<file path="config.mk">
export PLATFORM = sky130hd
export DESIGN_NAME = seq_byte_fifo_feed_flat
export DESIGN_NICKNAME = d
export VERILOG_FILES = /design/src/rtl/seq_byte_fifo_feed_pkg.sv /design/src/rtl/seq_byte_fifo_feed_if.sv /design/src/rtl/seq_byte_fifo_feed_ctrl.sv /design/src/rtl/seq_byte_fifo_feed.sv /design/src/flat_wrapper.sv
export SDC_FILE = /design/constraint.sdc
export NUM_CORES = 1
export LEC_CHECK = 0
export CAP_MARGIN = 5
export CORE_MARGIN = 1.5
export CORE_UTILIZATION = 44
export CTS_BUF_LIST = sky130_fd_sc_hd__clkbuf_4
export CTS_CLUSTER_DIAMETER = 80
export DETAILED_ROUTE_END_ITERATION = 6
export HOLD_SLACK_MARGIN = 0.06
export PLACE_DENSITY = 0.68
export SETUP_SLACK_MARGIN = 0.5
export SYNTH_ARGS = -nofsm -noshare
export SYNTH_HDL_FRONTEND = slang
export SYNTH_SLANG_ARGS = --single-unit
</file>
<file path="constraint.sdc">
create_clock -name clk -period 2.45 [get_ports clk]
set_input_delay 0.49 -clock clk [delete_from_list [all_inputs] [get_ports clk]]
set_output_delay 0.49 -clock clk [all_outputs]
set_load 0.1 [all_outputs]
</file>
<file path="src/rtl/seq_byte_fifo_feed_pkg.sv">
// rtl/seq_byte_fifo_feed_pkg.sv - shared constants and types for the byte FIFO feeding the enabled register stage
package seq_fifo_pkg;

    localparam int         FIFO_DEPTH_DFLT = 4;
    localparam logic [7:0] BYTE_IDLE       = 8'hff;

    typedef logic [7:0] byte_t;

endpackage

</file>
<file path="src/rtl/seq_byte_fifo_feed_if.sv">
// rtl/seq_byte_fifo_feed_if.sv - enq/deq valid-ready bundle plus occupancy between producer, FIFO and register stage
interface seq_byte_fifo_feed_if
    import seq_fifo_pkg::*;
#(
    parameter int p_depth = FIFO_DEPTH_DFLT,
    parameter int p_nbits = 8
);

    logic                         enq_val;
    logic                         enq_rdy;
    logic [p_nbits-1:0]           enq_msg;
    logic                         deq_val;
    logic                         deq_rdy;
    logic [p_nbits-1:0]           deq_msg;
    logic [$clog2(p_depth+1)-1:0] num_ent;

    // master = producer/consumer side, slave = the FIFO itself
    modport master (
        output enq_val, enq_msg, deq_rdy,
        input  enq_rdy, deq_val, deq_msg, num_ent
    );

    modport slave (
        input  enq_val, enq_msg, deq_rdy,
        output enq_rdy, deq_val, deq_msg, num_ent
    );

endinterface

</file>
<file path="src/rtl/seq_byte_fifo_feed_ctrl.sv">
// rtl/seq_byte_fifo_feed_ctrl.sv - pointer and occupancy control for the byte FIFO
module seq_fifo_ctrl
    import seq_fifo_pkg::*;
#(
    parameter int p_depth = FIFO_DEPTH_DFLT
) (
    input  logic                         clk,
    input  logic                         reset,
    input  logic                         enq_val,
    input  logic                         deq_rdy,
    output logic                         enq_rdy,
    output logic                         deq_val,
    output logic                         wr_en,
    output logic [$clog2(p_depth)-1:0]   wr_addr,
    output logic [$clog2(p_depth)-1:0]   rd_addr,
    output logic [$clog2(p_depth+1)-1:0] num_ent
);

    localparam int             AW       = $clog2(p_depth);
    localparam int             CW       = $clog2(p_depth + 1);
    localparam logic [CW-1:0]  FULL_CNT = CW'(p_depth);

    logic [AW-1:0] wr_ptr_q, wr_ptr_d;
    logic [AW-1:0] rd_ptr_q, rd_ptr_d;
    logic [CW-1:0] cnt_q, cnt_d;
    logic          enq_fire, deq_fire;

    // Ready/valid come only from the count, so deq_rdy never reaches enq_rdy.
    always_comb begin
        enq_rdy  = (cnt_q != FULL_CNT);
        deq_val  = (cnt_q != '0);
        enq_fire = enq_val && enq_rdy;
        deq_fire = deq_rdy && deq_val;

        // p_depth is a power of two, so the natural pointer overflow is the wrap
        wr_ptr_d = enq_fire ? wr_ptr_q + AW'(1) : wr_ptr_q;
        rd_ptr_d = deq_fire ? rd_ptr_q + AW'(1) : rd_ptr_q;

        cnt_d = cnt_q;
        case ({enq_fire, deq_fire})
            2'b10:   cnt_d = cnt_q + CW'(1);
            2'b01:   cnt_d = cnt_q - CW'(1);
            default: cnt_d = cnt_q;
        endcase
    end

    always_ff @(posedge clk or negedge reset) begin
        if (!reset) begin
            wr_ptr_q <= '0;
            rd_ptr_q <= '0;
            cnt_q    <= '0;
        end else begin
            wr_ptr_q <= wr_ptr_d;
            rd_ptr_q <= rd_ptr_d;
            cnt_q    <= cnt_d;
        end
    end

    assign wr_en   = enq_fire;
    assign wr_addr = wr_ptr_q;
    assign rd_addr = rd_ptr_q;
    assign num_ent = cnt_q;

endmodule

</file>
<file path="src/rtl/seq_byte_fifo_feed.sv">
// rtl/seq_byte_fifo_feed.sv - 4-entry byte FIFO whose head drives the d/en of a downstream enabled register stage
module seq_byte_fifo_feed
    import seq_fifo_pkg::*;
#(
    parameter int p_depth = FIFO_DEPTH_DFLT,
    parameter int p_nbits = 8
) (
    input  logic                 clk,
    input  logic                 reset,
    seq_byte_fifo_feed_if.slave  q
);

    localparam int AW = $clog2(p_depth);

    logic               wr_en;
    logic [AW-1:0]      wr_addr;
    logic [AW-1:0]      rd_addr;
    logic [p_nbits-1:0] mem_q [p_depth];

    seq_fifo_ctrl #(
        .p_depth (p_depth)
    ) u_ctrl (
        .clk     (clk),
        .reset   (reset),
        .enq_val (q.enq_val),
        .deq_rdy (q.deq_rdy),
        .enq_rdy (q.enq_rdy),
        .deq_val (q.deq_val),
        .wr_en   (wr_en),
        .wr_addr (wr_addr),
        .rd_addr (rd_addr),
        .num_ent (q.num_ent)
    );

    // Storage is deliberately unreset; the count alone decides what is visible.
    always_ff @(posedge clk) begin
        if (wr_en) begin
            mem_q[wr_addr] <= q.enq_msg;
        end
    end

    // Idle value is all-ones so the stage sees its own reset value when empty.
    assign q.deq_msg = q.deq_val ? mem_q[rd_addr] : {p_nbits{1'b1}};

endmodule

</file>
<file path="src/flat_wrapper.sv">
// flat-port wrapper written by rule: the top's interface ports become plain ports
module seq_byte_fifo_feed_flat import seq_fifo_pkg::*;
#(
    parameter int p_depth = FIFO_DEPTH_DFLT,
    parameter int p_nbits = 8
)
  (clk, reset, q_enq_val, q_enq_msg, q_deq_rdy, q_enq_rdy, q_deq_val, q_deq_msg, q_num_ent);
  seq_byte_fifo_feed_if #(.p_depth(p_depth), .p_nbits(p_nbits)) q_i ();
  input  logic clk;
  input  logic reset;
  input wire logic [$bits(q_i.enq_val)-1:0] q_enq_val;
  input wire logic [$bits(q_i.enq_msg)-1:0] q_enq_msg;
  input wire logic [$bits(q_i.deq_rdy)-1:0] q_deq_rdy;
  output wire logic [$bits(q_i.enq_rdy)-1:0] q_enq_rdy;
  output wire logic [$bits(q_i.deq_val)-1:0] q_deq_val;
  output wire logic [$bits(q_i.deq_msg)-1:0] q_deq_msg;
  output wire logic [$bits(q_i.num_ent)-1:0] q_num_ent;
  assign q_i.enq_val = q_enq_val;
  assign q_i.enq_msg = q_enq_msg;
  assign q_i.deq_rdy = q_deq_rdy;
  assign q_enq_rdy = q_i.enq_rdy;
  assign q_deq_val = q_i.deq_val;
  assign q_deq_msg = q_i.deq_msg;
  assign q_num_ent = q_i.num_ent;
  seq_byte_fifo_feed #(.p_depth(p_depth), .p_nbits(p_nbits)) u_core (.clk(clk), .reset(reset), .q(q_i));
endmodule
</file>
==> results of run 1 <==
-- final cells by class --
class	count	area [um^2]
Fill cell	249	1230
Sequential cell	39	1150
Multi-Input combinational cell	41	498
Timing Repair Buffer	35	423
Tap cell	46	57.6
Clock buffer	5	37.5
Inverter	7	31.3
Clock inverter	3	15.0
-- per-layer routing --
metal | routed length (um) | track usage (%)
met1 | 1100 | 18.4
met2 | 1420 | 24.7
met3 | 127 | 4.05
met4 | 72 | 9.78
met5 | 0 | 0
-- through the flow --
stage / hold WS (ns) / util (%) / cells / TNS [ns] / instance area, um^2
after floorplan: 0.194 / - / 89 / -0.0127 / 1680
after global placement: 0.521 / 60.1 / 160 / 0 / 2070
after detailed placement: 0.541 / 60.1 / 160 / 0 / 2070
after CTS: 0.414 / 63.7 / 175 / 0 / 2190
after global routing: 0.425 / 64.2 / 176 / 0 / 2210
final: 0.416 / 64.2 / 176 / 0 / 2210
-- critical path: cells and delay by family, from the launching register on --
family | cells | cell delay [ns]
muxes | 1 | 0.50
DFF | 1 | 0.38
buffers and inverters | 2 | 0.33
and+or+nand+nor | 1 | 0.25
-- cells by family (layout without fill, tap and decap cells) --
family / after synthesis / after routing / synth area share, %
compound gates: 1 / 1 / 0.307
mux: 9 / 9 / 12.0
flops: 39 / 39 / 69.7
fa+ha+maj: 6 / 6 / 5.07
xor+xnor: 6 / 6 / 3.22
buf+inv: 9 / 50 / 2.15
simple gates: 19 / 19 / 7.60
-- registers in the layout (all words and copies together), names as in the netlist --
| name | flops |
|---|---|
| u_core.u_ctrl.num_ent | 3 |
| u_core.u_ctrl.wr_addr | 2 |
| u_core.u_ctrl.rd_addr | 2 |
| u_core.mem_q | 32 |
-- cell usage after synthesis --
| cell | instances |
|---|---|
| inv_1 | 5 |
| nor2_1 | 1 |
| buf_2 | 1 |
| or3b_4 | 1 |
| and3_1 | 4 |
| xnor2_1 | 3 |
| nand2_1 | 1 |
| nor3_2 | 1 |
| clkbuf_1 | 1 |
| nand3_1 | 1 |
| mux2_4 | 1 |
| fa_1 | 1 |
| edfxtp_1 | 32 |
| inv_2 | 2 |
| dfrtp_1 | 7 |
| and2_1 | 1 |
| mux4_2 | 8 |
| xor2_1 | 3 |
| ha_1 | 5 |
| or2_1 | 8 |
| and2_4 | 1 |
| o21ai_0 | 1 |
-- cells in the final DEF, fill, tap and decap left out, drive strengths merged --
cell / instances
xnor2: 3
edfxtp: 32
clkbuf: 5
nand3: 1
and2: 2
buf: 24
and3: 4
or3b: 1
or2: 8
dfrtp: 7
inv: 7
nor3: 1
clkdlybuf4s50: 11
ha: 5
mux2: 1
clkinv: 3
nor2: 1
nand2: 1
o21ai: 1
mux4: 8
xor2: 3
fa: 1
-- repair_timing --
item                       in CTS  in global routing
hold buffers                    0                  0
gates resized for setup         5                  3
setup buffers                   7                  1
setup endpoints to repair      11                 11
pin swaps                       6                  3
-- final timing paths --
kind	startpoint	to	slack (ns)	depth (start not counted)
max	u_core.u_ctrl.rd_addr[0]$_DFFE_PN0P_	q_deq_msg[4]	0.16	4
min	reset	u_core.u_ctrl.num_ent[1]$_DFFE_PN0P_	0.42	1
min reg2reg	u_core.u_ctrl.num_ent[2]$_DFFE_PN0P_	u_core.u_ctrl.num_ent[2]$_DFFE_PN0P_	0.55	1
max reg2reg	u_core.u_ctrl.num_ent[0]$_DFFE_PN0P_	u_core.u_ctrl.num_ent[2]$_DFFE_PN0P_	0.36	9
max in group asynchronous	reset	u_core.u_ctrl.num_ent[2]$_DFFE_PN0P_	1.72	1
min in group clk	u_core.u_ctrl.num_ent[2]$_DFFE_PN0P_	u_core.u_ctrl.num_ent[2]$_DFFE_PN0P_	0.55	1
==> qor.txt, run 1 <==
Worst setup SP type: register
Crit-path slowest cell: mux4_2
CTS root buffer: clkbuf_4
CTS tree: yes
Die ar.: 4080 um^2
wire per inst: 15.4 um
H-tree depth: 2
DRC viols: 0
Clock Pin Slew Worst Setup and Hold Paths: 0.11 ns
crit-path cells: buf_4, mux4_2, or2_4, buf_12
CP max stage delay: 0.50 ns
syn nets: 107
diode count: 0
IO Count: 25
Max Clock Skew: 0.0129 ns
Final Cycle Share: 93.5%
Via density: 4.95
vias in the first global route: 938
Slew Viols, Final: 0
Core Area: 3440 um^2
Setup WS pre-CTS: 0.215 ns
initial antenna violation count: 0
first-pass GRT wire length: 4.49 mm
top cell type's share of synthesized area: 58.9%
Clock Path Buffers: 2
grt ovf: 0
Synth cell types: 22
status: finished clean
Vias: 871
worst hold path class: primary input to async pin
Tmin final: 2.29 ns
DPL Wire Length: 1.86 mm
post-route ant nets: 0
Worst Max-Slew Pin Slew: 0.441 ns
area grow syn2layout: 35.5%
area leader, netlist: edfxtp_1
Mapped Area: 1630 um^2
global-route total usage across every layer: 15.4%
worst skew pair latency: 0.34 ns
Syn. warnings: 0
Die Span Y: 63.9 um
I/O Buffers: 24
initial core utilization: 47.4%
worst rel slew slack: 70.6%
register area share after synthesis: 69.7%
number of CTS-inserted buffers: 5
routed wire length: 2.72 mm
layout cells sized above 1: 46.9%
critical path data required time: 1.96 ns
largest net degree at the start of global routing: 13
Initial DRC Count: 28
WP data arrival: 1.80 ns
Syn Area/Cell: 18.3 um^2
routability congestion estimate from global placement: 0.664
Syn Inst Count: 89
DRT Pass-1 Iters: 4
nets: 147
total of max-cap violations: 0
CP Max Fanout: 5
Fin. Hold Viols: 0
Setup crit end kind: output port
maximum clock frequency: 0.436 GHz
top area cells in the synthesized netlist: edfxtp_1 (59%), mux4_2 (11%), dfrtp_1 (11%)
Clock Sink Count: 39
post-route worst setup slack: 0.158 ns
num rows: 21
class of the most critical setup path: register to output port
endpoints failing setup: 0
flop and latch count out of synthesis: 39
RSZ-0062 raised after global routing: yes
die width: 63.9 um
Power of run 1 is not shown: default switching activity piles up to over one toggle a cycle in this logic, so the estimate is an artifact.
==> run 2: changes to the inputs <==
--- a/config.mk
+++ b/config.mk
@@ -14,6 +14,7 @@
 export HOLD_SLACK_MARGIN = 0.06
 export PLACE_DENSITY = 0.68
 export SETUP_SLACK_MARGIN = 0.5
+export SLEW_MARGIN = 20
 export SYNTH_ARGS = -nofsm -noshare
 export SYNTH_HDL_FRONTEND = slang
 export SYNTH_SLANG_ARGS = --single-unit
==> results of run 2 <==
No change in the layout: final DEF, timing and power equal those of run 1.
Power of run 2 is left out for the same reason.
==> run 3: changes to the inputs <==
--- a/config.mk
+++ b/config.mk
@@ -7,12 +7,11 @@
 export LEC_CHECK = 0
 export CAP_MARGIN = 5
 export CORE_MARGIN = 1.5
-export CORE_UTILIZATION = 44
+export CORE_UTILIZATION = 30
 export CTS_BUF_LIST = sky130_fd_sc_hd__clkbuf_4
 export CTS_CLUSTER_DIAMETER = 80
 export DETAILED_ROUTE_END_ITERATION = 6
-export HOLD_SLACK_MARGIN = 0.06
-export PLACE_DENSITY = 0.68
+export PLACE_DENSITY = 0.51
 export SETUP_SLACK_MARGIN = 0.5
 export SLEW_MARGIN = 20
 export SYNTH_ARGS = -nofsm -noshare
==> run 3 against run 2 <==
  * Die area grew 44%
  * Worst hold slack got worse by 0.025 ns
  * Non-clock buffer count stayed put
  * Global-route usage shrank 3.8 points
  * Final cell count up 14%
  * Clock skew down 0.010 ns
  * Fmax shrank 0.15%
==> qor.txt, run 3 (same netlist as run 1, synthesis figures left out) <==
area grow syn2layout: 37.7%
layout cells sized above 1: 47.7%
Initial DRC Count: 43
Worst Max-Slew Pin Slew: 0.461 ns
post-route ant nets: 0
number of CTS-inserted buffers: 5
num rows: 26
routed wire length: 3.03 mm
H-tree depth: 2
fillers: 466
RSZ-0062 raised after global routing: yes
cts hold-fix bufs: 0
endpoints failing setup: 0
DRC viols: 0
I/O Buffers: 24
Die ar.: 5890 um^2
worst hold path class: primary input to async pin
class of the most critical setup path: register to output port
initial core utilization: 31.5%
reg2reg path depth: 9
Clock Sink Count: 39
diode count: 0
Clock Pin Slew Worst Setup and Hold Paths: 0.11 ns
total of max-cap violations: 0
Final Cycle Share: 93.7%
Clock Path Buffers: 2
flip-flop and latch area: 1150 um^2
grt ovf: 0
IO Count: 25
Non-Filler Instances: 200
initial antenna violation count: 0
most frequent cells in the layout: edfxtp_1 (32), clkdlybuf4s50_1 (11), buf_4 (11)
crit-path cells: buf_6, mux4_2, or2_4, buf_12
Slew Viols, Final: 0
CP Max Fanout: 6
Max Clock Skew: 0.00276 ns
Crit-path slowest cell: mux4_2
Placed Cells: 184
nets: 147
maximum clock frequency: 0.436 GHz
DRT Pass-1 Iters: 4
Reg2Reg Capture Point: u_core.u_ctrl.num_ent[2]$_DFFE_PN0P_
Worst setup SP type: register
first-pass GRT wire length: 4.94 mm
R2R Path Start: u_core.u_ctrl.num_ent[0]$_DFFE_PN0P_
CP max stage delay: 0.50 ns
worst skew pair latency: 0.34 ns
worst rel slew slack: 69.3%
r2r setup slk: 0.37 ns
status: finished clean
total negative slack: 0 ns
Via density: 4.41
vias in the first global route: 943
die width: 76.7 um
wire per inst: 15.1 um
CTS tree: yes
Fin. Hold Viols: 0
area of the multi-input gates: 498 um^2
Tmin final: 2.30 ns
CTS root buffer: clkbuf_4
Die Span Y: 76.7 um
critical path data required time: 1.96 ns
Largest register FFs: 32
Most flops, register: u_core.mem_q
Vias: 882
DPL Wire Length: 2.05 mm
largest net degree at the start of global routing: 13
global-route total usage across every layer: 11.6%
Setup crit end kind: output port
commonest non-fill, non-tap cell in the layout: edfxtp_1
WP data arrival: 1.81 ns
Core Area: 5170 um^2
routability congestion estimate from global placement: 0.716
[run 3: cell types whose count changed in the layout (fill, tap and decap cells not counted), sizes merged]
| cell | change |
|---|---|
| clkinv | -1 |
| clkinvlp | +1 |
[run 3: repair_timing]
action / 4_1_cts / 5_1_grt
resized for setup: 7 / 5
setup endpoints to repair: 11 / 35
setup buffers: 8 / 0
pin swaps: 4 / 0
[run 3: through the flow]
step | hold WS [ns] | cell area, um^2 | setup slack [ns] | utilization [%]
global route | 0.381 | 2240 | 0.0581 | 43.4
global placement | 0.521 | 2100 | 0.275 | 40.6
floorplan | 0.194 | 1680 | -0.0127 | -
finish | 0.391 | 2240 | 0.155 | 43.4
detailed placement | 0.527 | 2100 | 0.236 | 40.6
CTS | 0.380 | 2230 | 0.120 | 43.2
[run 3: layer usage]
metal  vias up  global-route usage (%)  wire length (um)
li1        409                       -                 -
met1       452                    12.7              1170
met2        16                    20.7              1670
met3         5                    3.81               126
met4         0                    4.44                54
met5         -                       0                 0
[run 3: area by class of cell]
type / instances / area share (%)
Tap cell: 70 / 3.90
Multi-Input combinational cell: 41 / 22.2
Clock inverter: 3 / 0.669
Clock buffer: 5 / 1.67
Sequential cell: 39 / 51.2
Inverter: 7 / 1.39
Timing Repair Buffer: 35 / 19.0
[run 3: worst max-delay path: cells and delay by family (launching register included)]
family / cells / cell delay [ns]
buf+inv: 2 / 0.32
flops: 1 / 0.39
simple gates: 1 / 0.25
mux: 1 / 0.50
[run 3: worst max-delay path by stage]
| stage | from | to | slack, ns |
|---|---|---|---|
| detailed placement | q_enq_val | u_core.u_ctrl.num_ent[2]$_DFFE_PN0P_ | 0.24 |
| CTS | u_core.u_ctrl.rd_addr[0]$_DFFE_PN0P_ | q_deq_msg[3] | 0.12 |
| finish | u_core.u_ctrl.rd_addr[0]$_DFFE_PN0P_ | q_deq_msg[1] | 0.15 |
| floorplan | u_core.u_ctrl.num_ent[1]$_DFFE_PN0P_ | u_core.u_ctrl.num_ent[2]$_DFFE_PN0P_ | -0.01 |
| global route | u_core.u_ctrl.rd_addr[0]$_DFFE_PN0P_ | q_deq_msg[1] | 0.06 |
| global placement | q_enq_val | u_core.u_ctrl.num_ent[2]$_DFFE_PN0P_ | 0.28 |
Power of run 3 is left out for the same reason.
